--- src/rtl/pipe_hazard_ctrl.sv ---
// Hazard / stall control for a 5-stage pipeline (IF, ID, EX, ME, WB).
// It drives the stage-register enables and bubble selects, the PC enable
// and the branch redirect, and it runs the dmem request/ack handshake.
// The handshake is level based: dmemReq stays high until the cycle in
// which dmemAck is sampled high. That cycle completes the access.
// A watchdog moves the block to HALT if no ack arrives within TIMEOUT
// cycles of waiting.
// Optional macro HAZ_STALL_CNT_EN adds a saturating count of cycles with
// pcEn=0. When the macro is undefined, stallCount is tied to 0.
module pipe_hazard_ctrl #(
  parameter int OP_W    = 6,
  parameter int REG_W   = 5,
  parameter int TIMEOUT = 64
) (
  input  logic             clk,
  input  logic             rst_n,
  input  logic [OP_W-1:0]  idOpCode,
  input  logic [REG_W-1:0] idRs,
  input  logic [REG_W-1:0] idRt,
  input  logic [OP_W-1:0]  exOpCode,
  input  logic [REG_W-1:0] exRd,
  input  logic [OP_W-1:0]  meOpCode,
  input  logic             meZero,
  input  logic             dmemAck,
  output logic             dmemReq,
  output logic             pcEn,
  output logic             pcSel,
  output logic             ifidEn,
  output logic             idexEn,
  output logic             exmeEn,
  output logic             mewbEn,
  output logic             ifidBubble,
  output logic             idexBubble,
  output logic             exmeBubble,
  output logic             mewbBubble,
  output logic             memErr,
  output logic [15:0]      stallCount,
  output logic [1:0]       state_dbg
);

  localparam int TMR_W = $clog2(TIMEOUT) + 1;

  localparam logic [OP_W-1:0] OP_RTYPE = OP_W'(6'h00);
  localparam logic [OP_W-1:0] OP_LW    = OP_W'(6'h23);
  localparam logic [OP_W-1:0] OP_SW    = OP_W'(6'h2B);
  localparam logic [OP_W-1:0] OP_BEQ   = OP_W'(6'h04);
  localparam logic [OP_W-1:0] OP_BNE   = OP_W'(6'h05);

  typedef enum logic [1:0] {
    ST_RUN     = 2'd0,
    ST_MEMWAIT = 2'd1,
    ST_HALT    = 2'd2
  } state_t;

  state_t           state_q, state_d;
  logic [TMR_W-1:0] timer_q, timer_d;
  logic             mem_err_q, mem_err_d;

  logic mem_op;
  logic br_taken;
  logic id_uses_rt;
  logic load_use;

  // Decode the hazard conditions from the opcodes in ID, EX and ME.
  always_comb begin
    mem_op     = (meOpCode == OP_LW) || (meOpCode == OP_SW);
    br_taken   = ((meOpCode == OP_BEQ) && meZero) ||
                 ((meOpCode == OP_BNE) && !meZero);
    id_uses_rt = (idOpCode == OP_RTYPE) || (idOpCode == OP_BEQ) ||
                 (idOpCode == OP_BNE)   || (idOpCode == OP_SW);
    load_use   = (exOpCode == OP_LW) && (exRd != '0) &&
                 ((exRd == idRs) || ((exRd == idRt) && id_uses_rt));
  end

  // Register the state, the wait timer and the sticky error flag.
  always_ff @(posedge clk or negedge rst_n) begin
    if (!rst_n) begin
      state_q   <= ST_RUN;
      timer_q   <= '0;
      mem_err_q <= 1'b0;
    end else begin
      state_q   <= state_d;
      timer_q   <= timer_d;
      mem_err_q <= mem_err_d;
    end
  end

  // Compute the next state and the pipeline controls. Reset forces every
  // enable and the request low right away, without waiting for a clock edge.
  always_comb begin
    state_d    = state_q;
    timer_d    = timer_q;
    mem_err_d  = mem_err_q;
    dmemReq    = 1'b0;
    pcEn       = 1'b0;
    pcSel      = 1'b0;
    ifidEn     = 1'b0;
    idexEn     = 1'b0;
    exmeEn     = 1'b0;
    mewbEn     = 1'b0;
    ifidBubble = 1'b0;
    idexBubble = 1'b0;
    exmeBubble = 1'b0;
    mewbBubble = 1'b0;
    case (state_q)
      ST_RUN: begin
        dmemReq = mem_op;
        if (mem_op && !dmemAck) begin
          // The memory access needs extra cycles, so the whole pipe holds.
          state_d = ST_MEMWAIT;
          timer_d = TMR_W'(1);
        end else begin
          pcEn   = 1'b1;
          ifidEn = 1'b1;
          idexEn = 1'b1;
          exmeEn = 1'b1;
          mewbEn = 1'b1;
          if (br_taken) begin
            // Squash the three wrong-path instructions behind the branch.
            pcSel      = 1'b1;
            ifidBubble = 1'b1;
            idexBubble = 1'b1;
            exmeBubble = 1'b1;
          end else if (load_use) begin
            // Hold IF and ID for one cycle and insert a nop into EX.
            pcEn       = 1'b0;
            ifidEn     = 1'b0;
            idexBubble = 1'b1;
          end
        end
      end
      ST_MEMWAIT: begin
        dmemReq = 1'b1;
        if (dmemAck) begin
          pcEn    = 1'b1;
          ifidEn  = 1'b1;
          idexEn  = 1'b1;
          exmeEn  = 1'b1;
          mewbEn  = 1'b1;
          state_d = ST_RUN;
          timer_d = '0;
        end else if (timer_q == TMR_W'(TIMEOUT - 1)) begin
          state_d   = ST_HALT;
          mem_err_d = 1'b1;
        end else begin
          timer_d = timer_q + TMR_W'(1);
        end
      end
      ST_HALT: begin
        // The pipe stays frozen. Only a reset leaves this state.
      end
      default: begin
        state_d = ST_RUN;
        timer_d = '0;
      end
    endcase
    if (!rst_n) begin
      dmemReq = 1'b0;
      pcEn    = 1'b0;
      pcSel   = 1'b0;
      ifidEn  = 1'b0;
      idexEn  = 1'b0;
      exmeEn  = 1'b0;
      mewbEn  = 1'b0;
    end
  end

  assign memErr    = mem_err_q;
  assign state_dbg = state_q;

`ifdef HAZ_STALL_CNT_EN
  logic [15:0] stall_cnt_q, stall_cnt_d;

  // Saturating count of cycles in which the PC is held.
  always_comb begin
    stall_cnt_d = stall_cnt_q;
    if (!pcEn && (stall_cnt_q != 16'hFFFF)) begin
      stall_cnt_d = stall_cnt_q + 16'd1;
    end
  end

  // Register the stall count. Reset clears it.
  always_ff @(posedge clk or negedge rst_n) begin
    if (!rst_n) begin
      stall_cnt_q <= 16'h0000;
    end else begin
      stall_cnt_q <= stall_cnt_d;
    end
  end

  assign stallCount = stall_cnt_q;
`else
  assign stallCount = 16'h0000;
`endif

endmodule

--- config.mk ---
export PLATFORM = sky130hd
export DESIGN_NAME = pipe_hazard_ctrl
export DESIGN_NICKNAME = d
export VERILOG_FILES = /design/src/rtl/pipe_hazard_ctrl.sv
export SDC_FILE = /design/constraint.sdc
export NUM_CORES = 1
export LEC_CHECK = 0
export ABC_AREA = 0
export CAP_MARGIN = 5
export CORE_MARGIN = 5
export CORE_UTILIZATION = 39
export CTS_BUF_LIST = sky130_fd_sc_hd__clkbuf_4 sky130_fd_sc_hd__clkbuf_8
export CTS_CLUSTER_DIAMETER = 120
export DETAILED_ROUTE_END_ITERATION = 10
export HOLD_SLACK_MARGIN = 0.15
export PLACE_DENSITY = 0.95
export REMOVE_ABC_BUFFERS = 1
export SETUP_SLACK_MARGIN = 0.4
export SLEW_MARGIN = 20
export SYNTH_ARGS = -nofsm -noshare
export SYNTH_HDL_FRONTEND = slang
export SYNTH_SLANG_ARGS = --single-unit
--- constraint.sdc ---
create_clock -name clk -period 4.2 [get_ports clk]
set_clock_uncertainty 0.1 [all_clocks]
set_input_delay 0.42 -clock clk [delete_from_list [all_inputs] [get_ports clk]]
set_output_delay 0.42 -clock clk [all_outputs]
set_load 0.02 [all_outputs]
# --- Yosys cells after proc, flatten, opt, wreduce, memory -nomap -nowiden ---
# Cells that the tools add are included.
op_classes:
  bitwise_logic: 2
  add_sub_neg: 1
  n_mux: 27
  reduce_logical: 20
  n_eq_ne: 16
ops:
  columns: ["cell", "count"]
  rows:
  - ["6-bit by 3-bit == test with 1-bit output (second input constant)", 4]
  - ["6-bit == test (second input constant)", 4]
  - ["7-bit 2-to-1 mux", 3]
  - ["7-bit case mux with 3 select lines", 1]
  - ["1-bit 2-to-1 mux", 16]
  - ["5-bit == test", 2]
  - ["3-bit AND reduction", 3]
  - ["7-bit by 1-bit adder with 7-bit output (second input constant)", 1]
  - ["7-bit by 6-bit == test with 1-bit output (second input constant)", 1]
  - ["1-bit logical AND", 6]
  - ["6-bit zero test", 1]
  - ["1-bit logical OR", 6]
  - ["2-bit 2-to-1 mux", 3]
  - ["3-bit inequality test (second input constant)", 2]
  - ["1-bit case mux with 2 select lines", 3]
  - ["2-bit case mux with 3 select lines", 1]
  - ["5-bit nonzero test", 1]
  - ["2-bit by 1-bit == test with 1-bit output (second input constant)", 1]
  - ["2-bit == test (second input constant)", 1]
  - ["1-bit zero test", 2]
  - ["2-bit zero test", 1]
  - ["2-bit inequality test (second input constant)", 1]
  - ["1-bit NOT", 2]
totals:
  inputBits: 37
  out_inout_bits: 30
  register_bits: 10
  word_cells: 69

# --- Longest topological paths before layout ---
# Gate-level depths: netlist (run 1).
depth:
  word_depth: 12
  depth_mapped: 6
  depth_no_buf: 6

# --- Worst setup path before layout (run 1) ---
# OpenSTA, ideal clock, no wires.
synth_path:
  path_kind: "input port to output port"
  startpoint: "input meOpCode[3]"
  endpoint: "output pcEn"
  path_slack_ns: 1.828
  required_time_ns: 3.680
  arrival_ns: 1.852
  path_buffers: 1
  cell_stages: 5
  path_cell_list: "or4b_1 -> nor3_2 -> a31oi_1 -> a31oi_1 -> buf_4"
synth_between:
  elab_chain_len: 7
  word_cells_on_any_way: 13
  classes_between: "eq/ne: 4; mux: 4; reduce/logical: 5"
synth_rtl:
  columns: ["element", "line", "source"]
  rows:
  - ["start: declaration", "22", "input logic [OP_W-1:0] meOpCode,"]
  - ["6-bit by 3-bit == test with 1-bit output (on tied branches)", "67, 68", null]
  - ["1-bit logical AND (on tied branches)", "67, 68", null]
  - ["1-bit logical OR", "67", "br_taken = ((meOpCode == OP_BEQ) && meZero) ||"]
  - ["1-bit 2-to-1 mux", null, null]
  - ["1-bit 2-to-1 mux *", null, null]
  - ["1-bit case mux with 2 select lines *", null, null]
  - ["1-bit 2-to-1 mux *", null, null]
  - ["end: declaration", "26", "output logic pcEn,"]
# Mark *: on every way between the ends. The rest lies on a longest branch, timed or not.

# --- Final worst setup path (run 1) ---
layout_path:
  startpoint: "input exRd[2]"
  endpoint: "output idexBubble"
layout_between:
  elab_chain_len: 8
  word_cells_on_any_way: 11
  classes_between: "eq/ne: 2; mux: 4; reduce/logical: 5"
layout_rtl:
  columns: ["element", "line", "source"]
  rows:
  - ["start: declaration", "21", "input logic [REG_W-1:0] exRd,"]
  - ["5-bit == test", "72", "((exRd == idRs) || ((exRd == idRt) && id_uses_rt));"]
  - ["1-bit logical AND", "72", null]
  - ["1-bit logical OR", "72", null]
  - ["1-bit logical AND *", "71", "load_use = (exOpCode == OP_LW) && (exRd != '0) &&"]
  - ["1-bit 2-to-1 mux *", "124", "end else if (load_use) begin"]
  - ["1-bit 2-to-1 mux *", "118", "if (br_taken) begin"]
  - ["1-bit 2-to-1 mux *", "108", "if (mem_op && !dmemAck) begin"]
  - ["1-bit 2-to-1 mux *", "105", "case (state_q)"]
  - ["end: declaration", "33", "output logic idexBubble,"]
# Marks and branches as above.

==> results.txt, run 1 <==
Setup repair after global routing left no endpoint under its margin. For this run, the leading register cell type out of synthesis is sky130_fd_sc_hd__dfrtp_1. Clock-pin slew was measured on the worst setup and hold paths at ~0.070 ns. The average vias per placed instance is about 5.1. The placed wire-length estimate came out at around 2.5 mm. The critical path is of the primary input to output pin type. The share of layout cells above drive strength 1 is 0.0741. For the final routed database, the setup TNS stands at 0 ns. Derived from the worst setup path, the maximum achievable clock frequency is approximately 320 MHz. The width of the die is ~60 um. The die covers between 3000 and 4000 um^2.

The buffer count from post-CTS setup fixing is 0. For the worst-skew pair, the clock arrives at the later sink with an insertion delay of ~0.27 ns. Of the post-synthesis cell area, the dominant cell type holds 0.259. The number of port buffers is just under 50. The async set or reset register ratio after synthesis is 1.00. The synthesis-to-finish area growth came out at 48.8%. The number of distinct library cells after synthesis came out at 43. The flow ran to the end, and the final reports show no timing, DRC or antenna violations. The synthesized design spends more area on one cell type than any other, namely sky130_fd_sc_hd__dfrtp_1. The shortest clock period the worst path allows after layout came out at roughly 3.1 ns.

In this run the mean area of a mapped cell was 8.46 um^2. The TritonCTS clock tree is built. The number of nets with antenna violations after detailed routing is 0. The top cell types in the final layout, fill and taps aside, are sky130_fd_sc_hd__clkdlybuf4s50_1, sky130_fd_sc_hd__conb_1, sky130_fd_sc_hd__dfrtp_1. The detailed-route via count is a little under 1000.

The average detailed-routed wire length per instance came out at 15.0 um. Of all nets on the critical path, the largest fanout is 3. The worst min-delay path category is primary input to asynchronous set/reset pin. After floorplanning, the core was sized to cover ~2400 um^2. The global-route wire length before repair came out at ~4.3 mm. The clock passes through at most 2 buffers.

The number of core rows is 18. Across the VDD grid, the largest voltage drop is 0.149 mV. The number of violations of the max-capacitance limit came out at 0. After clock tree synthesis, the repair step resized 0 gates. The instance count of the mapped netlist is approximately 110. The synthesized netlist occupies a cell area of roughly 960 um^2. 67 I/O pins were placed. Yosys attributes the largest share of cell area to sky130_fd_sc_hd__dfrtp_1, sky130_fd_sc_hd__buf_4, sky130_fd_sc_hd__xnor2_1.

The number of warnings printed during yosys synthesis is 0. The setup-violating endpoint count in the final report is 0. The required time of the critical path came out at roughly 3.7 ns. The number of hold-slack violations in the final timing report came out at 0.

The die outline height came out at between 50 and 60 um. The initial antenna violation count is 0. The weighted congestion reported at the end of routability-driven placement is ~0.84.

The largest net degree at the start of global routing came out at 17. For this run, the total global-route usage over all layers was measured as 0.161. The number of synthesized register bits came out at 10. The category of the worst setup path launch point is a primary input. The number of synthesized flops with an enable pin came out at 0. The via count of the first global-routing pass came out at 996. The first-pass detailed-route iteration total came out at 4.

The net count of the finished layout is ~200. The clock buffer count from CTS is 3. The tree is rooted in a sky130_fd_sc_hd__clkbuf_4. Clock tree synthesis found a total of 10 sinks. The arrival time reported for the critical path endpoint came out at 2.61 ns. The post-detailed-route DRC marker count is 0. The initial detailed-routing violation count came out at 29. The number of buffers inserted by hold repair at cts came out at 0.

Power comes to roughly 260 uW. The max-slew violation count was 0. The leakage power is between 0.0005 and 0.0006 uW.

In this run the power density over the cells is 179 nW/um^2. The final routed wirelength across all metal layers came out at ~2.9 mm. In this run the number of H-tree levels came out at 1.

The capturing element type of the critical path is an output pin. The filler cell count in the final layout came out at between 200 and 250. The global-route congestion overflow total came out at 0. The final worst hold slack came out at 0.346 ns. Leaving out fill and tap cells, the most frequent cell in the layout is sky130_fd_sc_hd__clkdlybuf4s50_1. The number of diodes is 0. The part of the Yosys area used for sequential elements came out at 0.259. Of the available clock period, the critical path in the final layout requires 0.746.

The initial core utilization came out at 0.400.
==> final timing paths <==
check | startpoint | to | slack, ns | cells past startpoint
min reg2reg | memErr$_DFFE_PN0P_ | memErr$_DFFE_PN0P_ | 0.36 | 1
min in group clk | memErr$_DFFE_PN0P_ | memErr$_DFFE_PN0P_ | 0.36 | 1
max | exRd[2] | idexBubble | 1.07 | 6
max in group asynchronous | rst_n | state_dbg[1]$_DFFE_PN0P_ | 3.51 | 2
max reg2reg | timer_q[0]$_DFFE_PN0P_ | timer_q[5]$_DFFE_PN0P_ | 2.30 | 6
min | rst_n | timer_q[3]$_DFFE_PN0P_ | 0.35 | 2
==> final cells by class <==
cell class	count	area, um^2	share of cell area
multi-input cells	95	602	0.419
repair buffers	50	498	0.347
flip-flops and latches	10	250	0.174
well taps	30	37.5	0.0262
clock buffers	4	36.3	0.0253
inverters	3	11.3	0.00785
==> state kept, by name, indices dropped and copies added (netlist names) <==
| signal | count |
|---|---|
| memErr | 1 |
| state_dbg | 2 |
| timer_q | 7 |
==> kinds of logic after synthesis <==
| kind of cell | Yosys count | synth area share |
|---|---|---|
| AND/OR/NAND/NOR | 41 | 0.267 |
| AO/OA/AOI/OAI | 25 | 0.178 |
| buffers and inverters | 25 | 0.179 |
| XOR/XNOR | 11 | 0.0999 |
| flip-flops | 10 | 0.259 |
| adder cells (fa/ha/maj) | 1 | 0.0130 |
| other | 1 | 0.00389 |
==> cell usage after synthesis (3+ instances only) <==
| master | instances |
|---|---|
| sky130_fd_sc_hd__nor3_2 | 3 |
| sky130_fd_sc_hd__a21oi_1 | 4 |
| sky130_fd_sc_hd__inv_1 | 3 |
| sky130_fd_sc_hd__nand3_1 | 4 |
| sky130_fd_sc_hd__a31oi_1 | 3 |
| sky130_fd_sc_hd__dfrtp_1 | 10 |
| sky130_fd_sc_hd__buf_4 | 21 |
| sky130_fd_sc_hd__nand2_1 | 7 |
| sky130_fd_sc_hd__xor2_1 | 4 |
| sky130_fd_sc_hd__o21ai_0 | 5 |
| sky130_fd_sc_hd__nor2_1 | 5 |
| sky130_fd_sc_hd__nor3_1 | 3 |
| sky130_fd_sc_hd__nand4_1 | 3 |
| sky130_fd_sc_hd__xnor2_1 | 7 |
==> power breakdown <==
part	total, uW	switching [uW]	internal [uW]
clock network	89.3	36.6	52.7
registers	96.6	0.174	96.4
logic	70.5	32.1	38.5
==> worst max-delay path, stage by stage <==
cell and delay [ns]:
sky130_fd_sc_hd__clkdlybuf4s50_1 0.49, sky130_fd_sc_hd__xnor2_1 0.26, sky130_fd_sc_hd__nand4_1 0.15, sky130_fd_sc_hd__o41ai_1 0.49, sky130_fd_sc_hd__a31o_1 0.21, sky130_fd_sc_hd__clkdlybuf4s50_1 0.60
==> metrics by stage <==
stage | util | area [um^2] | std cells | setup WS, ns
CTS | 0.596 | 1440 | 192 | 1.08
detailed placement | 0.580 | 1400 | 188 | 1.08
floorplan | - | 863 | 108 | 1.78
finish | 0.596 | 1440 | 192 | 1.07
global placement | 0.580 | 1400 | 188 | 1.21
global route | 0.596 | 1440 | 192 | 0.978
==> metal layers <==
metal,vias to the layer above,track usage,wire [um]
met2,47,0.295,1620
li1,471,-,-
met4,0,0.0981,105
met3,10,0.0238,141
met5,-,0,0
met1,457,0.169,1010
(Power assumes the default switching activity.)
==> run 2, diff against run 1 <==
--- a/config.mk
+++ b/config.mk
@@ -8,12 +8,12 @@
 export ABC_AREA = 0
 export CAP_MARGIN = 5
 export CORE_MARGIN = 5
-export CORE_UTILIZATION = 39
+export CORE_UTILIZATION = 36
 export CTS_BUF_LIST = sky130_fd_sc_hd__clkbuf_4 sky130_fd_sc_hd__clkbuf_8
 export CTS_CLUSTER_DIAMETER = 120
 export DETAILED_ROUTE_END_ITERATION = 10
 export HOLD_SLACK_MARGIN = 0.15
-export PLACE_DENSITY = 0.95
+export PLACE_DENSITY = 0.89
 export REMOVE_ABC_BUFFERS = 1
 export SETUP_SLACK_MARGIN = 0.4
 export SLEW_MARGIN = 20
==> constraint.sdc (replaced) <==
create_clock -name clk -period 3.1 [get_ports clk]
set_clock_uncertainty 0.1 [all_clocks]
set_input_delay 0.31 -clock clk [delete_from_list [all_inputs] [get_ports clk]]
set_output_delay 0.31 -clock clk [all_outputs]
set_load 0.02 [all_outputs]
==> results.txt, run 2 (synthesis gave the netlist of run 1 again) <==
The flow ran to the end, and the final reports show no timing, DRC or antenna violations. The initial antenna violation count came out at 0. The final sum of negative setup slack came out at 0 ns. The clock-pin slew on the worst setup and hold paths came out at around 0.060 ns. In this run, post-CTS hold repair placed 0 buffers. The worst IR drop on VDD came out at 0.195 mV.

The maximum fanout count along the critical path came out at 4. The worst-case setup slack after placement is 0.246 ns. The weighted congestion reported at the end of routability-driven placement came out at 0.830. The clock network latency to the later pin of the worst-skew pair came out at about 0.26 ns. The initial utilization of the core area, before any placement, comes to 0.382. The detail route stage leaves a number of antenna-violating nets equal to 0.

In the final layout, the multi-input gates occupy just over 600 um^2. The worst setup path is of the primary input to output pin kind. The clock buffer count from CTS came out at 3.

Of the available clock period, the critical path in the final layout requires 0.812. Leaving out fill and tap cells, the most frequent cells in the layout are sky130_fd_sc_hd__clkdlybuf4s50_1, sky130_fd_sc_hd__conb_1, sky130_fd_sc_hd__dfrtp_1. The total global-route track usage came out at 0.138.

The first-pass detailed-route iteration total came out at 4. The average detailed-routed wire length per instance came out at roughly 14 um. The cell chosen for the clock root is sky130_fd_sc_hd__clkbuf_4. The global-route congestion overflow total is 0.

The power density relative to cell area is between 200 and 250 nW/um^2. Ranked by flip-flop count, first place goes to timer_q. The top-level I/O count is 67. The synthesis-to-finish area growth came out at 48.5%.

STA puts the critical path data arrival time at approximately 2.1 ns. The worst-case setup margin in the final layout is between 0.5 and 0.6 ns. The number of cells on the worst reg-to-reg path is 6. The worst register-to-register path has a setup slack of roughly 1.3 ns. The core region is 2520 um^2. The TritonCTS clock tree is built. STA classifies the critical path startpoint as a primary input. The tool flagged a number of max-cap violations equal to 0.

The via count of the first global-routing pass came out at 1000. The width of the die came out at 61.8 um. The detailed-route via count is 981.

The placed wire-length estimate is approximately 2.3 mm. Leaving out fill and tap cells, the most frequent cell in the layout is sky130_fd_sc_hd__clkdlybuf4s50_1. Buffers placed on the I/O ports in this run total a little under 50. In this run the critical register-to-register path is captured at timer_q[5]$_DFFE_PN0P_. The buffer count from post-CTS setup fixing came out at 0. Setup repair after global routing left no endpoint under its margin. In this run, the number of DRC markers left after iteration 0 of detailed routing was 14. The level count of the clock H-tree is 1.

The post-detailed-route DRC marker count is 0. The share of layout cells above drive strength 1 is 0.0745. The net count of the finished layout is 201. The max-slew violation count is 0. The final routed wirelength across all metal layers came out at 2.62 mm. Setup violations remaining at the end of the flow were counted as 0. Entering global routing, the biggest net connects 17 pins. The filler cell count in the final layout came out at ~240. The number of hold-slack violations in the final timing report is 0. The floorplan has 18 rows. The area occupied by registers came out at between 200 and 300 um^2. The shortest clock period the worst path allows after layout is around 2.5 ns. The leakage power came out at 0.000636 uW.

The worst hold path belongs to the class primary input to asynchronous set/reset pin. The required time of the critical path is about 2.7 ns. The number of diodes is 0. The origin of the critical flop-to-flop path is timer_q[0]$_DFFE_PN0P_. The die outline height came out at 61.8 um. The highest achievable clock rate came out at about 400 MHz. The floorplan step defined a die boundary enclosing between 3000 and 4000 um^2. The first global-routing pass estimated between 4 and 5 mm of wire. For this design, the sink count on the clock tree is 10.

The clock passes through at most 2 buffers. Across all hold checks on the routed design, the worst slack comes to 0.276 ns. The number of flip-flops under the largest register name is 7. STA classifies the critical path endpoint as an output pin. The average vias per placed instance came out at between 5 and 6.
[run 2: cell count changes in the layout (fill, tap and decap cells not counted)]
cell and change:
sky130_fd_sc_hd__clkdlybuf4s50_1 -6, sky130_fd_sc_hd__dlymetal6s2s_1 +3, sky130_fd_sc_hd__o41ai_2 +1, sky130_fd_sc_hd__clkbuf_8 -1, sky130_fd_sc_hd__o41ai_1 -1, sky130_fd_sc_hd__dlygate4sd2_1 +3
[run 2: what timing repair did]
| action | CTS | global route |
|---|---|---|
| endpoints found under the setup margin | 4 | 3 |
| pin swaps | 0 | 0 |
| resized for setup | 4 | 3 |
[run 2: report_power, final]
part / switching [uW] / leakage, uW / internal [uW]
Sequential: 0.220 / 0.000124 / 131
Combinational: 41.9 / 0.000497 / 52.4
Clock: 40.4 / 0.0000138 / 44.7
[run 2: per-stage QoR]
step,utilization,cells,cell area [um^2],power [uW]
5_1_grt,0.568,191,1430,327
3_5_place_dp,0.555,188,1400,227
6_report,0.568,191,1430,310
2_1_floorplan,-,108,863,169
3_3_place_gp,0.555,188,1400,224
4_1_cts,0.565,191,1430,312
[run 2: per-layer routing]
| metal | share of wire | up-vias | wire [um] | global-route usage |
|---|---|---|---|---|
| met2 | 0.57 | 36 | 1490 | 0.250 |
| met5 | 0 | - | 0 | 0 |
| met4 | 0.019 | 0 | 49 | 0.0636 |
| met3 | 0.055 | 6 | 145 | 0.0269 |
| met1 | 0.36 | 468 | 935 | 0.156 |
| li1 | - | 471 | - | - |
[run 2: how the worst max path moves through the flow]
| stage | start | to | cells after the start |
|---|---|---|---|
| 3_3_place_gp | exRd[1] | idexBubble | 6 |
| 4_1_cts | meOpCode[1] | idexBubble | 7 |
| 6_report | meOpCode[1] | pcSel | 7 |
| 3_5_place_dp | exRd[3] | idexBubble | 6 |
| 5_1_grt | meOpCode[5] | pcEn | 6 |
| 2_1_floorplan | meOpCode[3] | ifidEn | 4 |
[run 2: critical path: stages]
cell,delay [ns]
sky130_fd_sc_hd__clkdlybuf4s50_1,0.50
sky130_fd_sc_hd__nand4b_1,0.13
sky130_fd_sc_hd__or3_4,0.36
sky130_fd_sc_hd__nor3b_1,0.16
sky130_fd_sc_hd__and2_4,0.18
sky130_fd_sc_hd__and2_1,0.14
sky130_fd_sc_hd__dlygate4sd2_1,0.33
[run 2: cell type report]
class / instances / share of cell area
repair buffers: 50 / 0.350
clock buffers: 3 / 0.0157
well taps: 30 / 0.0262
inverters: 3 / 0.00786
flip-flops and latches: 10 / 0.175
multi-input cells: 95 / 0.425
==> run 3, diff against run 2 <==
==> constraint.sdc (replaced) <==
create_clock -name clk -period 2.4 [get_ports clk]
set_clock_uncertainty 0.1 [all_clocks]
set_input_delay 0.24 -clock clk [delete_from_list [all_inputs] [get_ports clk]]
set_output_delay 0.24 -clock clk [all_outputs]
set_load 0.02 [all_outputs]
==> results.txt, run 3 (synthesis gave the netlist of run 1 again) <==
The weighted congestion reported at the end of routability-driven placement came out at around 0.89. The average vias per placed instance is between 5 and 6. For this design the static power due to leakage is 0.000774 uW. The global-route congestion overflow total is 0. The post-detailed-route DRC marker count is 0. Measured along the y axis, the die boundary spans about 60 um. The worst IR drop on VDD is between 0.2 and 0.25 mV. The number of violations of the max-capacitance limit came out at 0.

On the critical path the largest part of the delay comes from compound AO/OA/AOI/OAI gates. The sequential cell fraction of total power came out at 0.400. The most common library cell in the layout ignoring fill and taps is sky130_fd_sc_hd__buf_4. For this design the ratio of total power to cell area is between 200 and 300 nW/um^2.

The number of buffers inserted by hold repair at cts came out at 0. The required time of the critical path is 2.06 ns. The critical path goes through buf_6, nor2b_4, o41a_1, o41ai_2, buf_4, a31o_1, buf_6. The clock-pin slew on the worst setup and hold paths is approximately 0.07 ns. The analysis attributes to net switching a power of between 100 and 150 uW. The internal power of the cells came out at 296 uW.

Entering global routing, the biggest net connects 12 pins. Measured along the x axis, the die boundary spans around 60 um. The number of instances in the placed design is ~200. The clock buffer count from CTS is 3. The net count of the finished layout came out at about 220.

The share of total power dissipated in combinational logic is 0.315. Of the total power, the share spent switching nets is 0.298. The total global-route track usage is 0.176. The number of diodes is 0.

timer_q holds more flip-flops than any other register. The highest achievable clock rate is between 500 and 600 MHz. The cell sitting at the root of the clock tree is a sky130_fd_sc_hd__clkbuf_4. The worst min-delay path category is primary input to asynchronous set/reset pin. In the finished design, the share of the clock period the worst path needs comes to 0.814. Hold timing on the final database bottoms out at a slack of between 0.15 and 0.2 ns.

Excluding fillers, the count of instances in the completed layout stands at 208. STA classifies the critical path startpoint as a primary input. Leaving out fill and tap cells, the most frequent cells in the layout are sky130_fd_sc_hd__buf_4, sky130_fd_sc_hd__conb_1, sky130_fd_sc_hd__clkdlybuf4s50_1. The flow ran to the end, and the final reports show no timing, DRC or antenna violations.

The filler cells instantiated in the layout total 190. In this run the number of cells on the critical path is 7. The worst-case setup margin in the final layout came out at around 0.45 ns. The worst setup path is captured at an output pin. The final routed wirelength across all metal layers is approximately 3.3 mm. The first TritonRoute pass finished after 4 iterations. The utilization after layout came out at 0.636.

In this run, the number of DRC markers left after iteration 0 of detailed routing was 15. The via count of the first global-routing pass came out at between 1000 and 1500. The shortest clock period the worst path allows after layout is a little under 2 ns. The clock network latency to the later pin of the worst-skew pair is between 0.2 and 0.3 ns.

The initialized floorplan defines 18 standard-cell rows. The most numerous cell on the critical path is sky130_fd_sc_hd__buf_6. Once detail routing completed, the nets flagged for antenna violations numbered 0. The top-level I/O count came out at 67. The initial core utilization is 0.382. The level count of the clock H-tree came out at 1. The setup-violating endpoint count in the final report came out at 0. The critical path in this run is classified as primary input to output pin. The total clock sinks is 10. The detailed-route via count came out at between 1000 and 1500. The core area is approximately 2500 um^2. Of the total power, the clock network draws 0.285. The number of port buffers is 49.

The depth of the most critical reg-to-reg path came out at 6. The share of layout cells above drive strength 1 came out at 0.320. The overall power of the completed layout came out at 422 uW.

The register with the most flip-flops in the layout has 7 of them. The synthesis-to-finish area growth is 66.4%. The first global-routing pass estimated ~4.9 mm of wire.

The standard cell with the maximum stage delay on the critical path is sky130_fd_sc_hd__o41a_1. The worst path buffer plus inverter count came out at 3. The max-slew violation count came out at 0. The worst-case setup slack after placement came out at -0.263 ns. The arrival time reported for the critical path endpoint came out at 1.61 ns. The number of hold-slack violations in the final timing report came to 0. After legalization and detailed placement, the total HPWL measured between 2 and 3 mm. The maximum fanout count along the critical path is 2. Setup repair after global routing could not meet its margin everywhere.

The initial antenna violation count came out at 0. The buffer levels on the longest clock path is 2. The biggest cell delay along the critical path came out at 0.37 ns. The die covers around 3800 um^2.

The average detailed-routed wire length per instance came out at 15.8 um. TritonCTS built the clock tree.
run 3: what timing repair did:
| item | in CTS | in global routing |
|---|---|---|
| pin swaps | 13 | 14 |
| setup endpoints to repair | 10 | 9 |
| resized for setup | 72 | 33 |
| setup buffers | 1 | 2 |
run 3: metal layers:
layer  wire length, um  track usage  vias to the layer above
met4               175        0.103                        0
li1                  -            -                      507
met2              1900        0.330                       52
met1              1040        0.177                      510
met5                 0            0                        -
met3               177       0.0372                       21
run 3: final timing paths:
check / end / slack, ns / from
min in group clk: memErr$_DFFE_PN0P_ / 0.38 / memErr$_DFFE_PN0P_
max reg2reg: timer_q[5]$_DFFE_PN0P_ / 0.54 / timer_q[0]$_DFFE_PN0P_
min: state_dbg[1]$_DFFE_PN0P_ / 0.19 / rst_n
max: idexBubble / 0.45 / idOpCode[0]
max in group asynchronous: state_dbg[0]$_DFFE_PN0P_ / 1.85 / rst_n
min reg2reg: memErr$_DFFE_PN0P_ / 0.38 / memErr$_DFFE_PN0P_
run 3: power groups by stage:
| stage | Sequential (uW) | Clock, uW | Combinational, uW |
|---|---|---|---|
| 2_1_floorplan | 172 | 0 | 45.6 |
| 3_3_place_gp | 172 | 0 | 129 |
| 3_5_place_dp | 172 | 0 | 133 |
| 4_1_cts | 169 | 115 | 127 |
| 5_1_grt | 169 | 135 | 143 |
| 6_report | 169 | 120 | 133 |
run 3: worst reg2reg max path, cell delays in order (launching register included):
cell and delay [ns]:
sky130_fd_sc_hd__dfrtp_1 0.42, sky130_fd_sc_hd__ha_1 0.27, sky130_fd_sc_hd__nand4_2 0.15, sky130_fd_sc_hd__or3_1 0.18
sky130_fd_sc_hd__nand2_1 0.11, sky130_fd_sc_hd__or4_1 0.48, sky130_fd_sc_hd__o211ai_1 0.09
run 3: metrics by stage:
stage                     instance area, um^2  TNS, ns
after floorplan                           863        0
after global placement                   1500    -1.03
after detailed placement                 1500    -1.13
after CTS                                1550        0
after global routing                     1610        0
final                                    1610        0
run 3: area by class of cell:
| type | count | area [um^2] | share of cell area |
|---|---|---|---|
| Multi-Input combinational cell | 95 | 689 | 0.429 |
| Timing Repair Buffer | 67 | 592 | 0.369 |
| Clock buffer | 3 | 22.5 | 0.0140 |
| Tap cell | 30 | 37.5 | 0.0234 |
| Inverter | 3 | 11.3 | 0.00701 |
| Sequential cell | 10 | 253 | 0.157 |
